## src/rtl/pwm_demod.sv

```systemverilog
// pwm_demod -- recovers a sample from a 32-cycle-frame PWM stream.
//
// Each frame is high for `duty` cycles at its start (duty 0..31).
// The block recovers the sample `duty << (SAMPLE_W-FRAME_BITS)`.
// It is used to loop back the pedal's PWM output stage, and as a crude
// capture path from an external PWM source.
//
// Ports:
//   clk          system clock, all logic on posedge
//   rst          synchronous reset, active-high
//   pwm_in       asynchronous PWM stream
//   sample_out   recovered sample, held between updates
//   sample_valid one-cycle strobe, sample_out is new on this cycle
//   locked       frame alignment confirmed
//   sync_err     one-cycle strobe, an edge arrived off the frame boundary while locked
//
// Optional build macro: PWM_DEMOD_AVERAGE_EN
//   Averages four consecutive frames into one sample.
//   Without the macro, one sample is produced per frame.

module pwm_demod #(
  parameter int FRAME_BITS  = 5,
  parameter int SAMPLE_W    = 24,
  parameter int SYNC_STAGES = 2
) (
  input  logic                clk,
  input  logic                rst,
  input  logic                pwm_in,
  output logic [SAMPLE_W-1:0] sample_out,
  output logic                sample_valid,
  output logic                locked,
  output logic                sync_err
);

  localparam int N = 1 << FRAME_BITS;
  localparam logic [FRAME_BITS-1:0] POS_LAST     = FRAME_BITS'(N - 1);
  localparam logic [FRAME_BITS:0]   DUTY_MAX     = (FRAME_BITS + 1)'(N - 1);
  localparam logic [FRAME_BITS:0]   TIMEOUT_LAST = (FRAME_BITS + 1)'(2 * N - 1);

  typedef enum logic {ALIGN, MEASURE} state_t;

  state_t state, state_next;

  logic [SYNC_STAGES-1:0] sync_q;
  logic                   pin_s, pin_d, rise;
  logic [FRAME_BITS:0]    timeout;
  logic [FRAME_BITS-1:0]  pos;
  logic [FRAME_BITS:0]    hi_cnt, hi_final;
  logic [FRAME_BITS-1:0]  duty;
  logic                   frame_aligned, sync_err_pend;
  logic                   frame_end, realign;
  logic                   emit_now;
  logic [SAMPLE_W-1:0]    emit_value;

  // Synchroniser chain plus one delay flop for rising-edge detection.
  always_ff @(posedge clk) begin
    if (rst) begin
      sync_q <= '0;
      pin_d  <= 1'b0;
    end else begin
      sync_q <= {sync_q[SYNC_STAGES-2:0], pwm_in};
      pin_d  <= pin_s;
    end
  end

  assign pin_s = sync_q[SYNC_STAGES-1];
  assign rise  = pin_s & ~pin_d;

  assign frame_end = (state == MEASURE) && (pos == POS_LAST);
  assign realign   = (state == MEASURE) && rise && (pos != '0);

  // An edge on the last frame cycle belongs to the next frame, so it is not counted here.
  assign hi_final = hi_cnt + (FRAME_BITS + 1)'(pin_s & ~rise);
  assign duty     = (hi_final > DUTY_MAX) ? POS_LAST : hi_final[FRAME_BITS-1:0];

  // State register.
  always_ff @(posedge clk) begin
    if (rst) state <= ALIGN;
    else     state <= state_next;
  end

  // ALIGN leaves on the first edge, or after two silent frames (constant input).
  always_comb begin
    state_next = state;
    case (state)
      ALIGN:   if (rise || (timeout == TIMEOUT_LAST)) state_next = MEASURE;
      MEASURE: state_next = MEASURE;
      default: state_next = ALIGN;
    endcase
  end

`ifdef PWM_DEMOD_AVERAGE_EN
  logic [FRAME_BITS+1:0] acc, acc_sum;
  logic [1:0]            frame_cnt;

  assign acc_sum    = acc + (FRAME_BITS + 2)'(duty);
  assign emit_now   = frame_end && (frame_cnt == 2'd3);
  assign emit_value = SAMPLE_W'(acc_sum) << (SAMPLE_W - FRAME_BITS - 2);

  // A realign on the frame-end cycle still lets the ending frame in, then starts a fresh group of four.
  always_ff @(posedge clk) begin
    if (rst || (state == ALIGN) || realign) begin
      acc       <= '0;
      frame_cnt <= '0;
    end else if (frame_end) begin
      if (frame_cnt == 2'd3) begin
        acc       <= '0;
        frame_cnt <= '0;
      end else begin
        acc       <= acc_sum;
        frame_cnt <= frame_cnt + 2'd1;
      end
    end
  end
`else
  assign emit_now   = frame_end;
  assign emit_value = SAMPLE_W'(duty) << (SAMPLE_W - FRAME_BITS);
`endif

  // Frame tracking, emission and alignment supervision.
  // The cycle after an edge has pos=1, because the edge cycle itself is pos 0.
  always_ff @(posedge clk) begin
    if (rst) begin
      sample_out    <= '0;
      sample_valid  <= 1'b0;
      locked        <= 1'b0;
      sync_err      <= 1'b0;
      sync_err_pend <= 1'b0;
      timeout       <= '0;
      pos           <= '0;
      hi_cnt        <= '0;
      frame_aligned <= 1'b0;
    end else begin
      sample_valid  <= emit_now;
      if (emit_now) sample_out <= emit_value;
      // A slip detected on the frame-end cycle is reported one cycle late, clear of the sample strobe.
      sync_err      <= sync_err_pend;
      sync_err_pend <= 1'b0;

      if (state == ALIGN) begin
        if (rise) begin
          timeout       <= '0;
          pos           <= FRAME_BITS'(1);
          hi_cnt        <= (FRAME_BITS + 1)'(1);
          frame_aligned <= 1'b1;
        end else if (timeout == TIMEOUT_LAST) begin
          timeout       <= '0;
          pos           <= '0;
          hi_cnt        <= '0;
          frame_aligned <= 1'b0;
        end else begin
          timeout <= timeout + 1'b1;
        end
      end else begin
        if (frame_end && frame_aligned) locked <= 1'b1;

        if (realign) begin
          pos           <= FRAME_BITS'(1);
          hi_cnt        <= (FRAME_BITS + 1)'(1);
          frame_aligned <= 1'b1;
          locked        <= 1'b0;
          if (locked) begin
            if (frame_end) sync_err_pend <= 1'b1;
            else           sync_err      <= 1'b1;
          end
        end else begin
          pos <= pos + 1'b1;
          if (frame_end) begin
            hi_cnt        <= '0;
            frame_aligned <= 1'b0;
          end else begin
            hi_cnt <= hi_cnt + (FRAME_BITS + 1)'(pin_s);
            if ((pos == '0) && rise) frame_aligned <= 1'b1;
          end
        end
      end
    end
  end

endmodule

```

## config.mk

```make
export PLATFORM = sky130hd
export DESIGN_NAME = pwm_demod
export DESIGN_NICKNAME = d
export VERILOG_FILES = /design/src/rtl/pwm_demod.sv
export SDC_FILE = /design/constraint.sdc
export NUM_CORES = 1
export LEC_CHECK = 0
export CORE_ASPECT_RATIO = 0.7
export CORE_MARGIN = 2
export CORE_UTILIZATION = 30
export DETAILED_ROUTE_END_ITERATION = 16
export SETUP_SLACK_MARGIN = 0.4
export SLEW_MARGIN = 20
export SYNTH_ARGS = -nofsm -noshare
export SYNTH_HDL_FRONTEND = slang
export SYNTH_SLANG_ARGS = --single-unit
```

## constraint.sdc

```tcl
create_clock -name clk -period 1.6 [get_ports clk]
set_input_delay 0.24 -clock clk [delete_from_list [all_inputs] [get_ports clk]]
set_output_delay 0.24 -clock clk [all_outputs]
set_load 0.01 [all_outputs]
```

### Yosys cells after proc, flatten, opt, wreduce, memory -nomap -nowiden

Cells that the tools add are included.

* output and inout port bits: 27
* input port bits: 3
* bits in registers: 31

* magnitude comparators: 1
* equality and inequality tests: 3
* multiplexer cells: 27
* add/sub/neg operators: 4
* reductions and logical operators: 13
* bitwise operators: 7

Operators with widths (count)
* $mux 6: 7
* $mux 5: 5
* $mux 1: 14
* $add 6x1->6: 1
* $add 6x1->6 const B: 1
* $add 6x6->6: 1
* $and 1x6->6: 1
* $eq 6x6->1 const B: 1
* $gt 6x5->1 const B: 1
* $not 1->6: 1
* $add 5x1->5 const B: 1
* $eq 5x5->1 const B: 1
* $logic_and 1x1->1: 5
* $logic_not 5->1: 1
* $reduce_bool 5->1: 1
* $ne 4x1->1 const B: 1
* $not 1->1: 4
* $reduce_and 2->1: 2
* $reduce_or 4->1: 1
* $reduce_bool 3->1: 1
* $pmux 1 s2: 1
* $reduce_bool 2->1: 1
* $and 1x1->1: 1
* $logic_or 1x1->1: 1

### Depth between registers and ports, before layout

Gate-level depths: netlist (run 1).

* depth in word-level cells: 7
* mapped depth: 7
* mapped depth without buffers: 7

### Least setup slack after synthesis (run 1)

No wires, ideal clock.

* kind: flip-flop to flip-flop
* start: reg pos[0]
* end: reg hi_cnt[2]
* period minus slack after synthesis: 1.696 ns
* stages on the path, launching flop included: 8
* setup slack: -0.096 ns
* arrival time: 1.608 ns
* buffers on the path: 0
* path through: dfxtp_1 -> ha_1 -> and3_2 -> ha_1 -> nand2b_1 -> a21oi_4 -> nand2b_1 -> a311oi_2

* word-level cells in the longest chain between the ends: 5
* elaborated cells on any way between the ends: 7

Ends and longest elaborated chain
* from (decl): line 47 `logic [FRAME_BITS-1:0] pos;`
* from (signal assigned): line 167 `pos <= pos + 1'b1;`
* $eq 5x5->1: line 69 `assign frame_end = (state == MEASURE) && (pos == POS_LAST);`
* $logic_and 1x1->1: line 69
* $mux 6: line 168 `if (frame_end) begin`
* $mux 6 (*): line 157 `if (realign) begin`
* $mux 6 (*): line 140 `if (state == ALIGN) begin`
* to (signal assigned): line 144 `hi_cnt <= (FRAME_BITS + 1)'(1);`
* to (signal assigned): line 159 `hi_cnt <= (FRAME_BITS + 1)'(1);`
* to (signal assigned): line 172 `hi_cnt <= hi_cnt + (FRAME_BITS + 1)'(pin_s);`
* to (decl): line 48 `logic [FRAME_BITS:0] hi_cnt, hi_final;`

Every way passes the cells marked *; elsewhere a longest branch is shown, timed or not.
A chain may end at the register's enable or synchronous reset.

### Worst setup path after layout (run 1)

* start: reg pos[1]
* end: reg hi_cnt[4]

The elaborated chain is that of the path after synthesis.

==> results of run 1 <==
-- per-layer routing --
| layer | vias to the layer above | wire length (µm) |
|---|---|---|
| li1 | 700 | - |
| met1 | 674 | 1720 |
| met2 | 25 | 1750 |
| met3 | 3 | 148 |
| met4 | 0 | 23 |
| met5 | - | 0 |
-- registers in the layout (all words and copies together) (netlist names) --
signal / count
hi_cnt: 6
timeout: 6
pos: 5
sample_out: 5
sync_q: 2
frame_aligned: 1
locked: 1
pin_d: 1
sample_valid: 1
state: 1
sync_err: 1
sync_err_pend: 1
-- cells by family (layout without fill, tap and decap cells) --
family | after synthesis | in the layout
adders and majority gates | 8 | 8
muxes | 2 | 2
and+or+nand+nor | 65 | 65
DFF | 31 | 31
buffers and inverters | 35 | 56
other | 1 | 19
xor gates and xnor gates | 5 | 5
AOI/OAI and AO/OA | 41 | 41
-- worst register-to-register path: cells and delay by family (launching register included) --
kind                       cells  cell delay, ns
DFF                            1            0.36
buffers and inverters          2            0.21
adders and majority gates      1            0.12
and+or+nand+nor                2            0.54
AOI/OAI and AO/OA              2            0.34
-- cells in the mapped netlist (all sizes together) (5+ instances only) --
cell and count:
a211oi 6, a21oi 12, a32oi 5, buf 22, clkbuf 9, dfxtp 31, ha 8, nand2 14
nand3 6, nor2 20, o21ai 6
-- worst paths after layout --
path | startpoint | end | cells after the start
worst max-delay path | pos[1] | hi_cnt[4] | 7
worst max register to register | pos[1] | hi_cnt[4] | 7
worst min register to register | sync_q[0] | sync_q[1] | 1
worst min-delay path | sync_q[0] | sync_q[1] | 1
-- power breakdown --
group | internal, W | total (W) | switching [W] | leakage (nW)
Sequential | 0.000790 | 0.000808 | 0.0000183 | 0.255
Clock | 0.000503 | 0.000797 | 0.000293 | 0.0612
Combinational | 0.000108 | 0.000221 | 0.000113 | 0.597
Total | 0.00140 | 0.00183 | 0.000425 | 0.914
-- repair_timing --
action	CTS	global route
hold buffers	0	0
gates cloned	0	0
pin swaps	16	12
gates resized for setup	42	12
buffers inserted	15	5
setup endpoints to repair	36	28
-- metrics by stage --
step           utilization  setup slack [ns]  power [W]  std cells  TNS, ns
2_1_floorplan            -            0.0620   0.000970        206        0
3_3_place_gp         0.361           0.00799   0.000976        271        0
3_5_place_dp         0.361           -0.0265   0.000977        271  -0.0265
4_1_cts              0.431           -0.0314    0.00184        294  -0.0314
5_1_grt              0.444            -0.106    0.00191        299   -0.410
6_report             0.444           -0.0331    0.00183        299  -0.0487
-- layout make-up --
type                    count  area share
clock inverters             2      0.0151
repair buffers             44       0.167
multi-input cells         140       0.461
flip-flops and latches     31       0.274
well taps                  72      0.0388
clock buffers               6      0.0355
inverters                   4     0.00753
==> results.json, run 1 <==
{
  "viasPerCell": 4.69,
  "synth_cells": 188,
  "post_drt_wl_per_cell_um": 12.2,
  "path_clk_slew_ns": 0.07,
  "core_area_um2": 5230,
  "synth_top_family_by_area": "simple AND/OR/NAND/NOR gates",
  "die_x_um": 92.0,
  "setup_ws_ns": -0.0331,
  "start_util": 0.311,
  "first_iter_violations": 76,
  "drive_gt1_frac": 0.388,
  "antenna_cells": 0,
  "synthTopCellsByArea": "dfxtp_1 (38%), buf_4 (9.2%), ha_1 (6.2%), nor2_1 (4.6%), a21oi_1 (3.4%)",
  "synthSimpleGateAreaFrac": 0.203,
  "clock_path_buffers": 2,
  "hold_path.class": "reg -> reg",
  "postRouteAntennaNets": 0,
  "grt_pass1_wl_mm": 6.09,
  "mostFrequentLayoutCells": "buf_4 (25), dfxtp_1 (23), conb_1 (19)",
  "place_congestion": 0.764,
  "yosys_warnings": 0,
  "setup_violations": 3,
  "wirelength_mm": 3.64,
  "synth-xor-area-share": 0.0269,
  "slew_viol_final": 0,
  "fmax_ghz": 0.612,
  "cts_root_buf": "clkbuf_8",
  "h-tree-depth": 2,
  "final_common_cell": "buf_4",
  "worstSetupStartpointType": "flop",
  "leakagePower_nw": 0.914,
  "rows": 22,
  "finalNetCount": 237,
  "failed_checks": "setup timing",
  "dpl_cell_area_um2": 1890,
  "drc": 0,
  "synth_ff_type": "dfxtp_1",
  "rsz0062_at_grt": "yes",
  "clkSinkCount": 31,
  "cts_tree": "yes",
  "path_cells": "inv_4 > ha_4 > or4b_4 > a21oi_4 > buf_4 > nand3_1 > a31oi_1",
  "grt_max_degree": 18,
  "cp.required_ns": 1.81,
  "synth_edf_count": 0,
  "status": "complete, but fails checks",
  "cp_data_arrival_time_ns": 1.85,
  "num_vias": 1402,
  "synth.distinct_cells": 40,
  "ff2ff_setup_slack_ns": -0.03,
  "gr-max-usage-layer": "met2",
  "period_minus_slack_ns": 1.63,
  "numCtsBuffers": 5,
  "vdd_drop_max_mv": 0.417,
  "cp_top_family": "simple AND/OR/NAND/NOR gates",
  "grtUsageMet3": 0.0344,
  "grt_pass1_vias": 1362,
  "yosys.area.top_type": "dfxtp_1",
  "die_h_um": 65.6,
  "async_reset_ff_frac": 0,
  "synth-seq-area-share": 0.382,
  "crit_slowest_cell": "or4b_4",
  "powerDensity_nw_per_um2": 785,
  "synth.avg_cell_area_um2": 8.65,
  "drv_cap": 0,
  "crit_type": "reg -> reg",
  "regArea_um2": 638,
  "muxShareOfSynthArea": 0.0123,
  "n_fill_cell": 525,
  "slowest_delay_ns": 0.47,
  "fin_crit_sh": 1.02,
  "synth_compound_area_frac": 0.185,
  "track_usage": 0.127,
  "place_hpwl_mm": 2.28,
  "end_kind": "flop",
  "gr-total-overflow": 0,
  "die-area_um2": 6040,
  "grt.met1_usage": 0.157,
  "fin_area_um2": 2320,
  "critPathBufInv": 2,
  "synth_top_area_frac": 0.382,
  "skew_ns": 0.00811,
  "port_buffers": 10,
  "yosys.area_share.adder": 0.0615,
  "multiInputGateArea_um2": 1070,
  "ioPinCount": 30,
  "cp_max_fo": 5,
  "clk_latency_ns": 0.28,
  "finalHoldViolations": 0,
  "holdWs_ns": 0.447,
  "syn-cell-area_um2": 1630,
  "firstDrtPassIters": 4,
  "area_delta_synth_final_pct": 42.9,
  "ys_seq_elements": 31,
  "met2_usage": 0.215,
  "antenna_found_initial": 0
}
Power figures use the tool's default switching activity.
==> run 2, diff against run 1 <==
--- a/config.mk
+++ b/config.mk
@@ -5,6 +5,7 @@
 export SDC_FILE = /design/constraint.sdc
 export NUM_CORES = 1
 export LEC_CHECK = 0
+export ABC_AREA = 0
 export CORE_ASPECT_RATIO = 0.7
 export CORE_MARGIN = 2
 export CORE_UTILIZATION = 30
==> results of run 2 <==
No change in the layout: final DEF, timing and power equal those of run 1.
==> run 3, diff against run 2 <==
==> constraint.sdc (replaced) <==
create_clock -name clk -period 1.9 [get_ports clk]
set_input_delay 0.285 -clock clk [delete_from_list [all_inputs] [get_ports clk]]
set_output_delay 0.285 -clock clk [all_outputs]
set_load 0.01 [all_outputs]
==> results.json, run 3 (synthesized netlist as in run 1, its figures left out) <==
{
  "status": "finished clean",
  "grt_max_degree": 17,
  "swShare": 0.257,
  "rsz0062_at_grt": "yes",
  "fmax_ghz": 0.608,
  "power_w": 0.00131,
  "cp_data_arrival_time_ns": 1.85,
  "die_x_um": 92.0,
  "slew_viol_final": 0,
  "setup_violations": 0,
  "ioPinCount": 30,
  "finalNetCount": 212,
  "track_usage": 0.108,
  "powerDensity_nw_per_um2": 670,
  "clock_path_buffers": 2,
  "final_common_cell": "dfxtp_1",
  "path_clk_slew_ns": 0.07,
  "antenna_found_initial": 0,
  "area_delta_synth_final_pct": 20.7,
  "cts_root_buf": "clkbuf_8",
  "firstDrtPassIters": 4,
  "die_h_um": 65.6,
  "viasPerCell": 4.64,
  "num_vias": 1272,
  "wirelength_mm": 3.18,
  "power_frac_clock": 0.381,
  "grt_pass1_wl_mm": 5.13,
  "seq_power_share": 0.517,
  "cts_tree": "yes",
  "crit_type": "reg -> reg",
  "clk_latency_ns": 0.28,
  "worstSetupStartpointType": "flop",
  "gr-total-overflow": 0,
  "p_comb_frac": 0.102,
  "regArea_um2": 631,
  "period_minus_slack_ns": 1.65,
  "grt_pass1_vias": 1105,
  "multiInputGateArea_um2": 972,
  "cp.required_ns": 2.11,
  "tns_ns": 0,
  "core_area_um2": 5230,
  "die-area_um2": 6040,
  "antenna_cells": 0,
  "end_kind": "flop",
  "fin_crit_sh": 0.866,
  "drc": 0,
  "h-tree-depth": 2,
  "hold_path.class": "reg -> reg",
  "p_int_w": 0.000978,
  "place_hpwl_mm": 2.16,
  "drive_gt1_frac": 0.238,
  "n_fill_cell": 552,
  "place_congestion": 0.753,
  "final_util": 0.375,
  "port_buffers": 10,
  "first_iter_violations": 41,
  "post_drt_wl_per_cell_um": 11.6,
  "start_util": 0.311,
  "mostFrequentLayoutCells": "dfxtp_1 (25), nor2_1 (19), conb_1 (19)",
  "top_regs": "hi_cnt x6, timeout x6",
  "numCtsBuffers": 5,
  "power_switching_w": 0.000337,
  "cp_max_fo": 4,
  "skew_ns": 0.00779,
  "clkSinkCount": 31,
  "postRouteAntennaNets": 0,
  "leakagePower_nw": 0.720,
  "vdd_drop_max_mv": 0.406,
  "finalHoldViolations": 0,
  "drv_cap": 0,
  "rows": 22
}
==> run 3: changes by cell type in the layout (fill, tap and decap cells not counted), moves of 3 or more <==
cell,previous run,this run
o21ai_1,4,1
buf_4,25,8
dlygate4sd2_1,7,0
o21ai_0,1,5
buf_6,8,1
clkdlybuf4s50_1,2,9
==> run 3: through the flow <==
stage	instances	area, µm²	setup slack [ns]	hold WS [ns]
6_report	274	1960	0.254	0.436
5_1_grt	274	1960	0.144	0.469
4_1_cts	273	1890	0.274	0.441
3_5_place_dp	263	1770	0.245	0.426
3_3_place_gp	263	1770	0.263	0.424
2_1_floorplan	206	1730	0.344	0.365
==> run 3: layout make-up <==
| cell class | instances | share of cell area |
|---|---|---|
| clock inverters | 1 | 0.00255 |
| repair buffers | 19 | 0.0886 |
| flip-flops and latches | 31 | 0.321 |
| clock buffers | 7 | 0.0389 |
| inverters | 4 | 0.00765 |
| multi-input cells | 140 | 0.495 |
| well taps | 72 | 0.0459 |
==> run 3: path summary, 6_finish.rpt <==
check,start,to,slack [ns],cells past startpoint
worst max-delay path,pos[0],hi_cnt[4],0.25,7
worst min-delay path,sync_q[0],sync_q[1],0.44,1
worst max register to register,pos[0],hi_cnt[4],0.25,7
worst min register to register,sync_q[0],sync_q[1],0.44,1
==> run 3: repair_timing <==
| action | in CTS | in global routing |
|---|---|---|
| pin swaps | 2 | 6 |
| gates resized for setup | 10 | 19 |
| hold buffers | 0 | 0 |
| setup endpoints to repair | 13 | 21 |
| setup buffers | 2 | 1 |
==> run 3: worst max-delay path, stage by stage (launching register included) <==
cell and delay [ns]:
dfxtp_2 0.34, inv_2 0.07, ha_4 0.12, or4b_4 0.47
a21oi_4 0.21, buf_6 0.13, nand3_1 0.07, a31oi_1 0.15
==> run 3: metal layers <==
metal	part of all wire	GRT usage	vias up	wire (µm)
met5	0	0	-	0
met4	0.014	0.0504	0	44
met3	0.042	0.0356	6	132
met2	0.40	0.153	26	1280
met1	0.54	0.148	595	1720
li1	-	-	645	-
==> run 3: power groups by stage <==
stage | Clock [W] | Combinational, W | Sequential [W]
after detailed placement | 0 | 0.000115 | 0.000698
after CTS | 0.000513 | 0.000121 | 0.000684
after global routing | 0.000537 | 0.000150 | 0.000682
final | 0.000501 | 0.000134 | 0.000680
after global placement | 0 | 0.000115 | 0.000698
after floorplan | 0 | 0.000120 | 0.000693
